File: src/rtl/pc_redirect_ctrl_if.sv
// Fetch-side redirect bus between the branch/trap requesters and pc_redirect_ctrl.
// The controller connects through the slave modport; requesters and the PC block use master.
interface pc_redirect_ctrl_if #(
  parameter int PC_SIZE = 32
);
  logic               fetch_ready;
  logic               br_valid;
  logic [PC_SIZE-1:0] br_target;
  logic               br_annul;
  logic               br_ready;
  logic               trap_valid;
  logic [PC_SIZE-1:0] trap_vector;
  logic               trap_ready;
  logic               pc_advance;
  logic               redirect_en;
  logic [PC_SIZE-1:0] redirect_target;
  logic               annul_out;
  logic               busy;

  modport master (
    output fetch_ready, br_valid, br_target, br_annul, trap_valid, trap_vector,
    input  br_ready, trap_ready, pc_advance, redirect_en, redirect_target,
           annul_out, busy
  );

  modport slave (
    input  fetch_ready, br_valid, br_target, br_annul, trap_valid, trap_vector,
    output br_ready, trap_ready, pc_advance, redirect_en, redirect_target,
           annul_out, busy
  );
endinterface

File: src/rtl/pc_redirect_ctrl.sv
// PC/nPC redirect sequencer: arbitrates delayed-branch and trap redirects for fetch.
// Optional REDIRECT_STATS_EN adds branch/trap/stall event counters.
//
// state      | meaning
// IDLE       | sequential fetch, accepting branch and trap requests
// BR_PEND    | branch latched, presenting target as next nPC on advance
// TRAP_REDIR | trap latched, presenting vector and squashing old nPC slot
// TRAP_DRAIN | one advance to pull vector into PC; branches ignored
module pc_redirect_ctrl #(
  parameter int PC_SIZE = 32
) (
  input  logic               clk,
  input  logic               reset,
  pc_redirect_ctrl_if.slave  bus
`ifdef REDIRECT_STATS_EN
  ,
  output logic [31:0]        stat_br_cnt,
  output logic [31:0]        stat_trap_cnt,
  output logic [31:0]        stat_stall_cnt
`endif
);

  localparam logic [1:0] IDLE       = 2'd0;
  localparam logic [1:0] BR_PEND    = 2'd1;
  localparam logic [1:0] TRAP_REDIR = 2'd2;
  localparam logic [1:0] TRAP_DRAIN = 2'd3;

  logic [1:0]         state;
  logic [1:0]         state_nxt;
  logic [PC_SIZE-1:0] tgt_reg;
  logic [PC_SIZE-1:0] tgt_nxt;
  logic               annul_reg;
  logic               annul_nxt;

  assign bus.pc_advance      = bus.fetch_ready;
  assign bus.redirect_target = tgt_reg;
  assign bus.busy            = (state != IDLE);

  always_comb begin
    state_nxt       = state;
    tgt_nxt         = tgt_reg;
    annul_nxt       = annul_reg;
    bus.br_ready    = 1'b0;
    bus.trap_ready  = 1'b1;
    bus.redirect_en = 1'b0;
    bus.annul_out   = 1'b0;
    case (state)
      IDLE: begin
        bus.br_ready = !bus.trap_valid;
        if (bus.trap_valid) begin
          tgt_nxt   = bus.trap_vector;
          state_nxt = TRAP_REDIR;
        end else if (bus.br_valid) begin
          tgt_nxt   = bus.br_target;
          annul_nxt = bus.br_annul;
          state_nxt = BR_PEND;
        end
      end
      BR_PEND: begin
        bus.redirect_en = 1'b1;
        bus.annul_out   = annul_reg;
        // a trap overrides the pending branch even on its advance cycle
        if (bus.trap_valid) begin
          tgt_nxt   = bus.trap_vector;
          state_nxt = TRAP_REDIR;
        end else if (bus.fetch_ready) begin
          state_nxt = IDLE;
        end
      end
      TRAP_REDIR: begin
        bus.redirect_en = 1'b1;
        bus.annul_out   = 1'b1;
        bus.trap_ready  = 1'b0;
        if (bus.fetch_ready) state_nxt = TRAP_DRAIN;
      end
      TRAP_DRAIN: begin
        if (bus.trap_valid) begin
          tgt_nxt   = bus.trap_vector;
          state_nxt = TRAP_REDIR;
        end else if (bus.fetch_ready) begin
          state_nxt = IDLE;
        end
      end
      default: state_nxt = IDLE;
    endcase
  end

  always_ff @(posedge clk) begin
    if (reset) begin
      state     <= IDLE;
      tgt_reg   <= '0;
      annul_reg <= 1'b0;
    end else begin
      state     <= state_nxt;
      tgt_reg   <= tgt_nxt;
      annul_reg <= annul_nxt;
    end
  end

`ifdef REDIRECT_STATS_EN
  always_ff @(posedge clk) begin
    if (reset) begin
      stat_br_cnt    <= '0;
      stat_trap_cnt  <= '0;
      stat_stall_cnt <= '0;
    end else begin
      if (state == BR_PEND && bus.fetch_ready) stat_br_cnt <= stat_br_cnt + 32'd1;
      if (state == TRAP_REDIR && bus.fetch_ready) stat_trap_cnt <= stat_trap_cnt + 32'd1;
      if (state != IDLE && !bus.fetch_ready) stat_stall_cnt <= stat_stall_cnt + 32'd1;
    end
  end
`endif

endmodule

File: src/flat_wrapper.sv
// flat-port wrapper written by rule: the top's interface ports become plain ports
module pc_redirect_ctrl_flat 
#(
  parameter int PC_SIZE = 32
)
  (clk, reset, bus_fetch_ready, bus_br_valid, bus_br_target, bus_br_annul, bus_trap_valid, bus_trap_vector, bus_br_ready, bus_trap_ready, bus_pc_advance, bus_redirect_en, bus_redirect_target, bus_annul_out, bus_busy);
  pc_redirect_ctrl_if #(.PC_SIZE(PC_SIZE)) bus_i ();
  input  logic clk;
  input  logic reset;
  input wire logic [$bits(bus_i.fetch_ready)-1:0] bus_fetch_ready;
  input wire logic [$bits(bus_i.br_valid)-1:0] bus_br_valid;
  input wire logic [$bits(bus_i.br_target)-1:0] bus_br_target;
  input wire logic [$bits(bus_i.br_annul)-1:0] bus_br_annul;
  input wire logic [$bits(bus_i.trap_valid)-1:0] bus_trap_valid;
  input wire logic [$bits(bus_i.trap_vector)-1:0] bus_trap_vector;
  output wire logic [$bits(bus_i.br_ready)-1:0] bus_br_ready;
  output wire logic [$bits(bus_i.trap_ready)-1:0] bus_trap_ready;
  output wire logic [$bits(bus_i.pc_advance)-1:0] bus_pc_advance;
  output wire logic [$bits(bus_i.redirect_en)-1:0] bus_redirect_en;
  output wire logic [$bits(bus_i.redirect_target)-1:0] bus_redirect_target;
  output wire logic [$bits(bus_i.annul_out)-1:0] bus_annul_out;
  output wire logic [$bits(bus_i.busy)-1:0] bus_busy;
  assign bus_i.fetch_ready = bus_fetch_ready;
  assign bus_i.br_valid = bus_br_valid;
  assign bus_i.br_target = bus_br_target;
  assign bus_i.br_annul = bus_br_annul;
  assign bus_i.trap_valid = bus_trap_valid;
  assign bus_i.trap_vector = bus_trap_vector;
  assign bus_br_ready = bus_i.br_ready;
  assign bus_trap_ready = bus_i.trap_ready;
  assign bus_pc_advance = bus_i.pc_advance;
  assign bus_redirect_en = bus_i.redirect_en;
  assign bus_redirect_target = bus_i.redirect_target;
  assign bus_annul_out = bus_i.annul_out;
  assign bus_busy = bus_i.busy;
  pc_redirect_ctrl #(.PC_SIZE(PC_SIZE)) u_core (.clk(clk), .reset(reset), .bus(bus_i));
endmodule
File: config.mk
export PLATFORM = sky130hd
export DESIGN_NAME = pc_redirect_ctrl_flat
export DESIGN_NICKNAME = d
export VERILOG_FILES = /design/src/rtl/pc_redirect_ctrl_if.sv /design/src/rtl/pc_redirect_ctrl.sv /design/src/flat_wrapper.sv
export SDC_FILE = /design/constraint.sdc
export NUM_CORES = 1
export LEC_CHECK = 0
export BUFFER_PORTS_ARGS = -buffer_cell sky130_fd_sc_hd__buf_2
export CAP_MARGIN = 20
export CORE_UTILIZATION = 34
export CTS_BUF_LIST = sky130_fd_sc_hd__clkbuf_2 sky130_fd_sc_hd__clkbuf_4 sky130_fd_sc_hd__clkbuf_8
export DETAILED_ROUTE_END_ITERATION = 12
export GPL_ROUTABILITY_DRIVEN = 0
export GPL_TIMING_DRIVEN = 0
export PLACE_DENSITY_LB_ADDON = 0.05
export REMOVE_ABC_BUFFERS = 1
export SLEW_MARGIN = 20
export SYNTH_ARGS = -nofsm -noshare
export SYNTH_HDL_FRONTEND = slang
export SYNTH_SLANG_ARGS = --single-unit
File: constraint.sdc
create_clock -name clk -period 2.9 [get_ports clk]
set_clock_uncertainty 0.15 [all_clocks]
set_input_delay 0.29 -clock clk [delete_from_list [all_inputs] [get_ports clk]]
set_output_delay 0.29 -clock clk [all_outputs]
set_load 0.05 [all_outputs]
Yosys cells after proc, flatten, opt, wreduce, memory -nomap -nowiden
Cells that the tools add are included.
Storage, ports and cells
  flip-flop bits (word level): 35
  input port bits: 70
  output and inout port bits: 38
  logic and storage cells: 34
Operators by class
  equal/unequal tests: 7
  muxes and demuxes: 14
  bitwise operators: 1
  reduce and logical (&&, ||, !) cells: 9
Operators by type and width (number)
  $mux 32: 3
  $pmux 32 s2: 1
  $mux 2: 5
  $reduce_and 3->1: 3
  $pmux 2 s3: 1
  $eq 2x2->1 const B: 2
  $reduce_bool 2->1: 2
  $reduce_or 2->1: 2
  $mux 1: 3
  $ne 3x1->1 const B: 1
  $ne 3x3->1 const B: 1
  $eq 2x1->1 const B: 1
  $logic_not 2->1: 1
  $ne 2x1->1 const B: 1
  $ne 2x2->1 const B: 1
  $pmux 1 s2: 1
  $logic_not 1->1: 1
  $not 1->1: 1

Longest topological paths before layout
  depth in word-level cells: 4
  gate-level depth with buffers: 8

Worst setup path before layout
OpenSTA, ideal clock, no wires.
  path kind: register to output
  start: reg u_core.state[0]
  end: out bus_annul_out
  arrival: 1.829 ns
  data required time: 2.460 ns
  path slack: 0.631 ns
  stages on the path, launching flop included: 4
  cell sequence: dfxtp_1 -> inv_1 -> ha_1 -> nor2b_1
Between the ends
  cells in the longest elaborated chain, start to end: 2
  elaborated cells on any way between the ends: 3
  classes of those cells: 2 x eq/ne; 1 x mux
Ends and longest elaborated chain
  from (decl): line pc_redirect_ctrl.sv:28  | logic [1:0] state;
  from (signal assigned): line pc_redirect_ctrl.sv:94  | state <= state_nxt;
  $eq 2x2->1 or $eq 2x1->1 (tied branches): line pc_redirect_ctrl.sv:47  | case (state)
  $pmux 1 s2 *: line pc_redirect_ctrl.sv:47
  to (decl): line flat_wrapper.sv:21  | output wire logic [$bits(bus_i.annul_out)-1:0] bus_annul_out;
Every way passes the cells marked *; elsewhere a longest branch is shown, timed or not.

Worst setup path in the final report
  start: reg u_core.state[0]
  end: reg u_core.tgt_reg[21] (netlist: u_core.bus.redirect_target[21])
Between the ends
  cells in the longest elaborated chain, start to end: 4
  elaborated cells on any way between the ends: 9
  classes of those cells: 4 x eq/ne; 1 x mux; 4 x reduce/logical
Ends and longest elaborated chain
  $eq 2x1->1 or $eq 2x2->1 (tied branches): line pc_redirect_ctrl.sv:47
  $reduce_or 2->1 (no source line)
  $ne 2x1->1 (no source line) or $reduce_bool 2->1 (tied branches)
  $reduce_and 3->1 (no source line)
  to (signal assigned): line pc_redirect_ctrl.sv:95  | tgt_reg <= tgt_nxt;
  to (decl): line pc_redirect_ctrl.sv:30  | logic [PC_SIZE-1:0] tgt_reg;
Several ways; a longest one is shown, not always the timed one.
A chain may end at the register's enable or synchronous reset.

==> flow_metrics.tcl <==
set metrics [dict create \
    die_y_um 78.59 \
    syn_area_um2 1994 \
    n_antenna_cell 0 \
    drt_iter0_drc 99 \
    hp-start "bus_br_annul" \
    ir_drop_v 0.0003028 \
    ctsLongestPathBuffers 2 \
    yosysSeqAreaShare 0.3513 \
    cts_hold_buf 0 \
    ctsResizeCount 0 \
    grt_pass1_vias 1951 \
    avgRoutedWirePerCell_um 15.37 \
    cts.sinks 35 \
    fp-row-count 27 \
    core-area_um2 5574 \
    fin_util 0.4703 \
    drc 0 \
    largest_register_ffs 32 \
    grt_pass1_wl_mm 9.453 \
    grt.overflow.total 0 \
    wl_mm 5.931 \
    worst_slew_pin_slew_ns 0.9997 \
    cts-htree-levels 2 \
    startpoint_type "flop" \
    placed_cell_area_um2 2531 \
    worstSetupStartpoint "u_core.state[0]" \
    instances_no_fill 386 \
    worst-endpoint-required_ns 2.87 \
    grt_max_degree 37 \
    relSlewSlack 0.3335 \
    synth_cells 225 \
    synth_seq_cells 35 \
    fin_crit_sh 0.8993 \
    fmax_ghz 0.3834 \
    crit_fanout 34 \
    pin_count 108 \
    cts_inserted_buffers 5 \
    status "finished clean" \
    slew_viol_final 0 \
    antenna_found_initial 0 \
    routed_via_density 5.402 \
    dr.pass1.iters 4 \
    setup_violations 0 \
    path_class "reg2reg" \
    p_per_area_nw_per_um2 756.9 \
    via_count 2085 \
    start_util 0.3578 \
    critPathCaptureType "flop" \
    nets 389 \
    final_area_um2 2621 \
    arrival_ns 2.57 \
    path_clk_slew_ns 0.07 \
    yosysUniqueCellTypes 27 \
    finalHoldViolCount 0 \
    post_cts_buffers 0 \
    numPlacedInstances 379 \
    io_buffers 107 \
    clkLatencyLatePin_ns 0.28 \
    hold_class "in2reg" \
    avgSynthCellArea_um2 8.864 \
    design.die.area_um2 6176 \
    die_w_um 78.59 \
    hpwl_mm 3.832 \
    yosys_warnings 0 \
    power.leakage_nw 1.193 \
    cap_violations 0 \
    cts_tree "built" \
    fin_crit_ns 2.608 \
    rsz0062_at_grt "no" \
    cts-root-buf "clkbuf_8" \
    area_growth_pct 31.43 \
    drive_gt1_frac 0.4904 \
    antenna_left 0 \
    holdWs_ns 0.09431 \
    rr_startpoint "u_core.state[0]" \
    grt_usage 0.1952 \
]
per-stage QoR:
stage	setup TNS [ns]	worst slack [ns]	power, mW
after detailed placement	0	0.08060	1.637
after floorplan	-5.050	-0.1595	1.355
final	0	0.2920	1.984
after global routing	0	0.1433	2.091
after CTS	0	0.04317	2.004
after global placement	-47.35	-1.510	1.606
cell families (layout without fill, tap and decap cells):
kind of cell | after synthesis | after routing | share of synthesized area
and+or+nand+nor | 79 | 79 | 0.1637
AOI/OAI and AO/OA | 71 | 71 | 0.3595
DFF | 35 | 35 | 0.3513
buffers and inverters | 33 | 122 | 0.08343
adders and majority gates | 5 | 5 | 0.03137
muxes | 2 | 2 | 0.01066
power breakdown:
part,leakage [nW],switching [mW],internal (mW)
Sequential,0.291,0.0503,0.575
Combinational,0.855,0.699,0.297
Clock,0.0470,0.176,0.186
Total,1.19,0.926,1.06
critical path: stages (launching register included):
cell,delay (ns)
dfxtp_1,0.43
inv_1,0.13
ha_1,0.26
or3b_4,0.53
and3_2,0.57
buf_12,0.25
a311oi_2,0.12
routing by layer:
| metal | track usage | vias up | routed length (um) |
|---|---|---|---|
| met3 | 0.06163 | 8 | 436 |
| met1 | 0.2377 | 1004 | 2585 |
| met5 | 0 | - | 0 |
| li1 | - | 1002 | - |
| met4 | 0.05741 | 0 | 70 |
| met2 | 0.3261 | 71 | 2840 |
placed cells by master, fill, tap and decap left out, drive strengths merged, types with 2 or more instances in the layout:
| cell | count |
|---|---|
| dfxtp | 35 |
| nand2b | 5 |
| nand2 | 65 |
| ha | 5 |
| inv | 4 |
| a21oi | 2 |
| a31oi | 33 |
| clkbuf | 6 |
| a311oi | 32 |
| buf | 111 |
| nor2 | 3 |
synth_stat cells:
master | n | area share
ha_1 | 5 | 0.031
dfxtp_1 | 35 | 0.35
or3_1 | 1 | 0.0031
a211o_1 | 1 | 0.0044
a311oi_2 | 30 | 0.23
nor2b_1 | 1 | 0.0031
buf_6 | 5 | 0.028
or3b_1 | 1 | 0.0044
buf_4 | 1 | 0.0038
a311oi_1 | 2 | 0.0088
clkbuf_1 | 21 | 0.040
buf_1 | 1 | 0.0019
nand2_1 | 65 | 0.12
o21bai_1 | 1 | 0.0038
and3_1 | 1 | 0.0031
inv_1 | 4 | 0.0075
mux2_1 | 1 | 0.0056
a21oi_1 | 2 | 0.0050
nor2_1 | 3 | 0.0056
nand2b_1 | 5 | 0.016
buf_2 | 1 | 0.0025
o211ai_1 | 1 | 0.0038
a31oi_1 | 33 | 0.10
nand3b_1 | 1 | 0.0038
mux2i_1 | 1 | 0.0050
o221ai_1 | 1 | 0.0044
nor3_1 | 1 | 0.0025
area by class of cell:
class | instances | area, um2
Tap cell | 72 | 90.09
Clock buffer | 6 | 82.58
Sequential cell | 35 | 700.7
Fill cell | 596 | 2953
Inverter | 4 | 15.01
Clock inverter | 1 | 5.005
Multi-Input combinational cell | 157 | 1142
Timing Repair Buffer | 111 | 585.6
worst paths after layout:
kind	to	slack, ns	cells past startpoint
setup / recovery	u_core.bus.redirect_target[21]	0.29	6
hold / removal	u_core.annul_reg	0.09	3
setup reg to reg	u_core.bus.redirect_target[21]	0.29	6
hold reg to reg	u_core.annul_reg	0.36	2
Note: power is estimated with default switching activity, not from simulation.
